`config.mk`:
```
export PLATFORM = sky130hd
export DESIGN_NAME = dap_multi_chain
export DESIGN_NICKNAME = d
export VERILOG_FILES = /design/src/rtl/dap_pkg.sv /design/src/rtl/dap_tap_fsm.sv /design/src/rtl/dap_multi_chain.sv
export SDC_FILE = /design/constraint.sdc
export NUM_CORES = 1
export LEC_CHECK = 0
export ABC_AREA = 1
export CORE_UTILIZATION = 49
export DETAILED_ROUTE_END_ITERATION = 10
export PLACE_DENSITY = 0.84
export SETUP_SLACK_MARGIN = 0.05
export SYNTH_ARGS = -nofsm -noshare
export SYNTH_HDL_FRONTEND = slang
export SYNTH_SLANG_ARGS = --single-unit
```
`constraint.sdc`:
```
create_clock -name TCK -period 1.7 [get_ports TCK]
set_clock_uncertainty 0.15 [all_clocks]
set_input_delay 0.51 -clock TCK [delete_from_list [all_inputs] [get_ports TCK]]
set_output_delay 0.51 -clock TCK [all_outputs]
set_load 0.02 [all_outputs]
```
`src/rtl/dap_pkg.sv`:
```
// dap_pkg: TAP state encodings, fixed opcodes and opcode classification shared by the debug port.
package dap_pkg;

  // Standard 1149.1 four-bit state encoding, also driven out on tap_state.
  typedef enum logic [3:0] {
    TAP_EX2_DR   = 4'h0,
    TAP_EX1_DR   = 4'h1,
    TAP_SHIFT_DR = 4'h2,
    TAP_PAUSE_DR = 4'h3,
    TAP_SEL_IR   = 4'h4,
    TAP_UPD_DR   = 4'h5,
    TAP_CAP_DR   = 4'h6,
    TAP_SEL_DR   = 4'h7,
    TAP_EX2_IR   = 4'h8,
    TAP_EX1_IR   = 4'h9,
    TAP_SHIFT_IR = 4'hA,
    TAP_PAUSE_IR = 4'hB,
    TAP_RTI      = 4'hC,
    TAP_UPD_IR   = 4'hD,
    TAP_CAP_IR   = 4'hE,
    TAP_TLR      = 4'hF
  } tap_state_e;

  localparam logic [31:0]  OPC_IDCODE    = 32'h0000_0001;
  // All ones; users truncate it to their IR width.
  localparam logic [31:0]  OPC_BYPASS    = 32'hFFFF_FFFF;
  localparam int unsigned  DEF_USER_BASE = 32'h10;

  // True when an opcode is IDCODE, BYPASS or one of the user chain opcodes.
  function automatic logic opc_mapped(input logic [31:0] opc, input int unsigned ir_w,
                                      input int unsigned user_base, input int unsigned n_chain);
    logic [31:0] ones;
    ones = OPC_BYPASS >> (32 - ir_w);
    return (opc == ones) || (opc == OPC_IDCODE) ||
           ((opc >= user_base) && (opc < user_base + n_chain));
  endfunction

endpackage

```
`src/rtl/dap_tap_fsm.sv`:
```
// dap_tap_fsm: IEEE 1149.1 TAP controller with one-hot per-state strobes for the datapath.
module dap_tap_fsm
  import dap_pkg::*;
(
  input  logic       i_tck,
  input  logic       i_trst_n,
  input  logic       i_tms,
  output tap_state_e o_state,
  output logic       o_tlr,
  output logic       o_capture_dr,
  output logic       o_shift_dr,
  output logic       o_update_dr,
  output logic       o_capture_ir,
  output logic       o_shift_ir,
  output logic       o_update_ir
);

  tap_state_e r_state;
  tap_state_e w_next;

  // State register; TRST drops straight into Test-Logic-Reset.
  always_ff @(posedge i_tck or negedge i_trst_n) begin
    if (!i_trst_n) r_state <= TAP_TLR;
    else           r_state <= w_next;
  end

  // Next state from TMS and strobes decoded from the registered state.
  always_comb begin
    w_next       = r_state;
    o_tlr        = 1'b0;
    o_capture_dr = 1'b0;
    o_shift_dr   = 1'b0;
    o_update_dr  = 1'b0;
    o_capture_ir = 1'b0;
    o_shift_ir   = 1'b0;
    o_update_ir  = 1'b0;
    case (r_state)
      TAP_TLR:      w_next = i_tms ? TAP_TLR    : TAP_RTI;
      TAP_RTI:      w_next = i_tms ? TAP_SEL_DR : TAP_RTI;
      TAP_SEL_DR:   w_next = i_tms ? TAP_SEL_IR : TAP_CAP_DR;
      TAP_CAP_DR:   w_next = i_tms ? TAP_EX1_DR : TAP_SHIFT_DR;
      TAP_SHIFT_DR: w_next = i_tms ? TAP_EX1_DR : TAP_SHIFT_DR;
      TAP_EX1_DR:   w_next = i_tms ? TAP_UPD_DR : TAP_PAUSE_DR;
      TAP_PAUSE_DR: w_next = i_tms ? TAP_EX2_DR : TAP_PAUSE_DR;
      TAP_EX2_DR:   w_next = i_tms ? TAP_UPD_DR : TAP_SHIFT_DR;
      TAP_UPD_DR:   w_next = i_tms ? TAP_SEL_DR : TAP_RTI;
      TAP_SEL_IR:   w_next = i_tms ? TAP_TLR    : TAP_CAP_IR;
      TAP_CAP_IR:   w_next = i_tms ? TAP_EX1_IR : TAP_SHIFT_IR;
      TAP_SHIFT_IR: w_next = i_tms ? TAP_EX1_IR : TAP_SHIFT_IR;
      TAP_EX1_IR:   w_next = i_tms ? TAP_UPD_IR : TAP_PAUSE_IR;
      TAP_PAUSE_IR: w_next = i_tms ? TAP_EX2_IR : TAP_PAUSE_IR;
      TAP_EX2_IR:   w_next = i_tms ? TAP_UPD_IR : TAP_SHIFT_IR;
      TAP_UPD_IR:   w_next = i_tms ? TAP_SEL_DR : TAP_RTI;
      default:      w_next = TAP_TLR;
    endcase
    o_tlr        = (r_state == TAP_TLR);
    o_capture_dr = (r_state == TAP_CAP_DR);
    o_shift_dr   = (r_state == TAP_SHIFT_DR);
    o_update_dr  = (r_state == TAP_UPD_DR);
    o_capture_ir = (r_state == TAP_CAP_IR);
    o_shift_ir   = (r_state == TAP_SHIFT_IR);
    o_update_ir  = (r_state == TAP_UPD_IR);
  end

  assign o_state = r_state;

endmodule

```
`src/rtl/dap_multi_chain.sv`:
```
// dap_multi_chain: JTAG debug port with IR, IDCODE, BYPASS and N_CHAIN user chains.
// Optional macro DAP_IR_STATUS_EN adds a sticky bad-opcode flag reported in Capture-IR bit 2.
module dap_multi_chain
  import dap_pkg::*;
#(
  parameter int unsigned IR_W      = 8,
  parameter int unsigned N_CHAIN   = 4,
  parameter logic [31:0] IDCODE    = 32'h1234_5678,
  parameter int unsigned USER_BASE = DEF_USER_BASE
) (
  input  logic               TCK,
  input  logic               TRST,
  input  logic               TMS,
  input  logic               TDI,
  output logic               TDO,
  output logic               TDO_OE,
  output logic [3:0]         tap_state,
  output logic               chain_tdi,
  input  logic [N_CHAIN-1:0] chain_tdo,
  output logic [N_CHAIN-1:0] chain_capture,
  output logic [N_CHAIN-1:0] chain_shift,
  output logic [N_CHAIN-1:0] chain_update,
  output logic [N_CHAIN-1:0] chain_sel
);

  tap_state_e         w_state;
  logic               w_tlr;
  logic               w_capture_dr;
  logic               w_shift_dr;
  logic               w_update_dr;
  logic               w_capture_ir;
  logic               w_shift_ir;
  logic               w_update_ir;
  logic [IR_W-1:0]    r_ir_shift;
  logic [IR_W-1:0]    r_ir_upd;
  logic [IR_W-1:0]    w_ir_capture;
  logic [31:0]        w_opc;
  logic [N_CHAIN-1:0] w_sel;
  logic               w_is_idcode;
  logic               w_is_user;
  logic               w_bad_op;
  logic [31:0]        r_idcode_dr;
  logic               r_bypass;
  logic               w_dr_lsb;

  dap_tap_fsm u_fsm (
    .i_tck        (TCK),
    .i_trst_n     (TRST),
    .i_tms        (TMS),
    .o_state      (w_state),
    .o_tlr        (w_tlr),
    .o_capture_dr (w_capture_dr),
    .o_shift_dr   (w_shift_dr),
    .o_update_dr  (w_update_dr),
    .o_capture_ir (w_capture_ir),
    .o_shift_ir   (w_shift_ir),
    .o_update_ir  (w_update_ir)
  );

`ifdef DAP_IR_STATUS_EN
  logic r_bad_op;

  // Sticky flag: set when an unmapped opcode is loaded, cleared once it has been captured.
  always_ff @(posedge TCK or negedge TRST) begin
    if (!TRST)             r_bad_op <= 1'b0;
    else if (w_capture_ir) r_bad_op <= 1'b0;
    else if (w_update_ir && !opc_mapped(32'(r_ir_shift), IR_W, USER_BASE, N_CHAIN))
                           r_bad_op <= 1'b1;
  end

  assign w_bad_op = r_bad_op;
`else
  assign w_bad_op = 1'b0;
`endif

  // Capture-IR pattern: fixed 01 in the low bits plus the status flag in bit 2.
  always_comb begin
    w_ir_capture      = '0;
    w_ir_capture[2]   = w_bad_op;
    w_ir_capture[1:0] = 2'b01;
  end

  // IR shift register: loads the capture pattern, then shifts right with TDI into the MSB.
  always_ff @(posedge TCK or negedge TRST) begin
    if (!TRST)             r_ir_shift <= '0;
    else if (w_capture_ir) r_ir_shift <= w_ir_capture;
    else if (w_shift_ir)   r_ir_shift <= {TDI, r_ir_shift[IR_W-1:1]};
  end

  // Active instruction: IDCODE after any reset, new opcode on the edge leaving Update-IR.
  always_ff @(posedge TCK or negedge TRST) begin
    if (!TRST)            r_ir_upd <= OPC_IDCODE[IR_W-1:0];
    else if (w_tlr)       r_ir_upd <= OPC_IDCODE[IR_W-1:0];
    else if (w_update_ir) r_ir_upd <= r_ir_shift;
  end

  // Instruction decode; anything not IDCODE or a user chain falls back to BYPASS.
  always_comb begin
    w_opc       = 32'(r_ir_upd);
    w_sel       = '0;
    w_is_idcode = 1'b0;
    w_is_user   = 1'b0;
    if (r_ir_upd != OPC_BYPASS[IR_W-1:0]) begin
      if (w_opc == OPC_IDCODE) begin
        w_is_idcode = 1'b1;
      end else begin
        for (int unsigned k = 0; k < N_CHAIN; k++) begin
          if (w_opc == USER_BASE + k) begin
            w_sel[k]  = 1'b1;
            w_is_user = 1'b1;
          end
        end
      end
    end
  end

  // Internal data registers: 32-bit IDCODE shifter and the single BYPASS bit.
  always_ff @(posedge TCK or negedge TRST) begin
    if (!TRST) begin
      r_idcode_dr <= '0;
      r_bypass    <= 1'b0;
    end else begin
      if (w_is_idcode && w_capture_dr)    r_idcode_dr <= IDCODE;
      else if (w_is_idcode && w_shift_dr) r_idcode_dr <= {TDI, r_idcode_dr[31:1]};
      if (!w_is_idcode && !w_is_user) begin
        if (w_capture_dr)    r_bypass <= 1'b0;
        else if (w_shift_dr) r_bypass <= TDI;
      end
    end
  end

  // Serial source for Shift-DR: the selected internal register or the selected chain.
  always_comb begin
    w_dr_lsb = r_bypass;
    if (w_is_idcode)    w_dr_lsb = r_idcode_dr[0];
    else if (w_is_user) w_dr_lsb = |(chain_tdo & w_sel);
  end

  // TDO and its enable change on the falling edge so the far end samples them on the rise.
  always_ff @(negedge TCK or negedge TRST) begin
    if (!TRST) begin
      TDO    <= 1'b0;
      TDO_OE <= 1'b0;
    end else if (w_shift_ir) begin
      TDO    <= r_ir_shift[0];
      TDO_OE <= 1'b1;
    end else if (w_shift_dr) begin
      TDO    <= w_dr_lsb;
      TDO_OE <= 1'b1;
    end else begin
      TDO    <= 1'b0;
      TDO_OE <= 1'b0;
    end
  end

  assign tap_state     = w_state;
  assign chain_tdi     = TDI;
  assign chain_sel     = w_sel;
  assign chain_capture = w_capture_dr ? w_sel : '0;
  assign chain_shift   = w_shift_dr   ? w_sel : '0;
  assign chain_update  = w_update_dr  ? w_sel : '0;

endmodule
```
==> results.toml <==
[cts]
insertion_delay_ps = 330
numCtsBuffers = 5
cts_sinks = 55
cts_tree = "built"
clock-root-buffer = "clkbuf_8"
h-tree-depth = 2
clockBufferDepth = 2
cts_hold_buf = 0
clk_pin_slew_ps = 110

[floorplanning]
fp.dieH_um = 76.44
io_pins = 31
rows = 26
initial_core_util_pct = 51.84
core_area_um2 = 5238
die_w_um = 76.44
die-area_um2 = 5843

[placement]
io_buffer_count = 30
routabilityCongestion = 0.8282
dp.cells = 454
dp_slack_ps = -807.9
dpl.hpwl_um = 4292

[logic_synthesis]
synth.avg_cell_area_um2 = 8.538
syn-instance-count = 318
synth_fp_nets = 326
syn-cell-area_um2 = 2715
synthMuxAreaShare_pct = 0
ys_types = 30
ys_ff_latch = 55
synth_fa_ha_area_share_pct = 0
synth_top_family_by_area = "simple AND/OR/NAND/NOR gates"
ys_seq_area_share_pct = 50.92
synth_xor_area_share_pct = 0
yosys_warnings = 0
synth-simple-area-share_pct = 24.42
synth-compound-area-share_pct = 12.12

[power_and_ir_drop]
ir_drop_mv = 1.009
power_frac_comb_pct = 57.9
internal-power_mw = 3.722
p_sw_mw = 2.887
cellPowerDensity_nw_per_um2 = 1475
p_leak_nw = 2.142
switching_share_pct = 43.68
power_frac_seq_pct = 30.4
p_clk_share_pct = 11.8

[finish]
drive_above_1_share_pct = 63.42
fill_cells = 245
fin_nets = 428
syn2layout_area_growth_pct = 65.07
final_cells = 491
diodes = 0

[run_status]
violations = "negative hold slack, negative setup slack"
run_status = "finished with violations"

[critical_path]
crit_type = "flip-flop to flip-flop"
cp_data_arrival_time_ps = 1820
crit_required_ps = 1060
start_kind = "flip-flop"
r2r-start = "u_fsm.o_state[1]"
r2r_cells = 9
regToRegSetupSlack_ps = -760
crit_path_end_kind = "flip-flop"
timing.rr.end = "TDO"
cp_max_fo = 3

[global_route]
grt-ovfl-total = 0
grt_max_degree = 48
antenna_found_initial = 0
grt_pass1_wl_um = 12640
grt_usage_pct = 27.88
grt_pass1_vias = 2683

[timing]
setup_viol = 66
maxSlewViolCount = 0
rsz0062_at_grt = "yes"
relSlewSlack_pct = 60.63
tightest_slew_ps = 590.6
setup_slack_ps = -757.3
holdWs_ps = -9.577
tns_ps = -19830
hold_violations = 2

[routing]
routed_wl_um = 9726
ant_nets = 0
vias_per_cell = 5.564
drcViolationCount = 0
first_pass_iters = 4
drtIter0Drc = 212
post_drt_wl_per_cell_um = 19.81
vias = 2732

[run]
max_cap_viol_count = 0

[min_path]
hold_class = "input pin to asynchronous set/reset pin"
## repair_timing
| item | in CTS | in global routing |
|---|---|---|
| endpoints found under the setup margin | 60 | 72 |
| pin swaps | 20 | 25 |
| cloned | 6 | 1 |
| resized for setup | 235 | 91 |
| setup buffers | 14 | 20 |
## cells in the final DEF, fill, tap and decap left out, drive strengths merged
cell type and count:
a211oi 1, a21oi 16, a2bb2oi 1, buf 101, clkbuf 8, clkdlybuf4s50 5, clkinv 1, dfrtn 2
dfrtp 48, dfstp 5, dlygate4sd2 1, inv 58, nand2 58, nand3 34, nand3b 1, nand4 2
nor2 40, nor3 3, o211ai 1, o21ai 28, o22ai 7
## worst max path at each step
stage	startpoint	to	slack [ps]	cells past startpoint
5_1_grt	u_fsm.o_state[1]	TDO	-770	9
6_report	u_fsm.o_state[1]	TDO	-760	9
2_1_floorplan	u_fsm.o_state[1]	TDO	-550	8
3_3_place_gp	TDO_OE	TDO_OE	-760	1
4_1_cts	TDO	TDO	-670	1
3_5_place_dp	TDO	TDO	-810	1
## cells in the mapped netlist (all sizes together)
master	n	area share, %
a211oi	1	0.28
a21oi	16	2.9
a2bb2oi	1	0.32
buf	15	4.7
dfrtn	2	1.8
dfrtp	48	44
dfstp	5	4.8
inv	57	7.9
nand2	58	8.6
nand3	34	7.4
nand3b	1	0.28
nand4	2	0.46
nor2	39	6.8
nor3	3	0.92
o211ai	1	0.28
o21ai	28	6.7
o22ai	7	1.6
## power by group through the flow
stage	clock network [mW]	logic, mW	registers (mW)
finish	0.779	3.82	2.01
global route	0.836	3.99	2.03
CTS	0.757	2.88	1.93
detailed placement	0	2.39	1.92
global placement	0	2.32	1.90
floorplan	0	1.33	2.00
## flip-flops by register name, summed over array words and instances (netlist names)
register / cells
TDO_OE: 1
r_ir_upd: 8
r_bypass: 1
r_ir_shift: 8
r_idcode_dr: 32
TDO: 1
u_fsm.o_state: 4
## metrics by stage
stage | power (mW) | util, % | cell area (um^2)
2_1_floorplan | 3.327 | - | 2859
3_3_place_gp | 4.217 | 66.87 | 3502
3_5_place_dp | 4.311 | 66.87 | 3502
4_1_cts | 5.568 | 78.31 | 4101
5_1_grt | 6.854 | 85.57 | 4482
6_report | 6.609 | 85.57 | 4482
## logic make-up (layout without fill, tap and decap cells)
logic type	after synthesis	count (layout)
and+or+nand+nor	137	138
DFF	55	55
AOI/OAI and AO/OA	54	54
buffers and inverters	72	174
## critical path, stage by stage (launching register included)
cell and delay (ps):
dfstp_2 570, inv_2 50, nor2_4 100, inv_2 70, nor3_4 210, buf_4 170, nand2_1 60, nor2_1 120
o21ai_1 80, nand2_1 60
## routing by layer
layer / track usage (%) / up-vias / wire (um)
met2: 51.26 / 128 / 5346
met5: 0 / - / 0
met1: 31.42 / 1353 / 3421
met4: 13.27 / 0 / 504
met3: 4.192 / 42 / 454
li1: - / 1209 / -
## final cells by class
class	instances	area (um^2)	area share, %
multi-input combinational	192	1572	35.06
sequential	55	1383	30.85
timing repair buffer	108	1106	24.68
inverter	57	231.5	5.165
tap	70	87.58	1.954
clock buffer	7	86.33	1.926
timing repair inverter	1	11.26	0.2513
clock inverter	1	5.005	0.1117
Note: power is estimated with default switching activity, not from simulation.
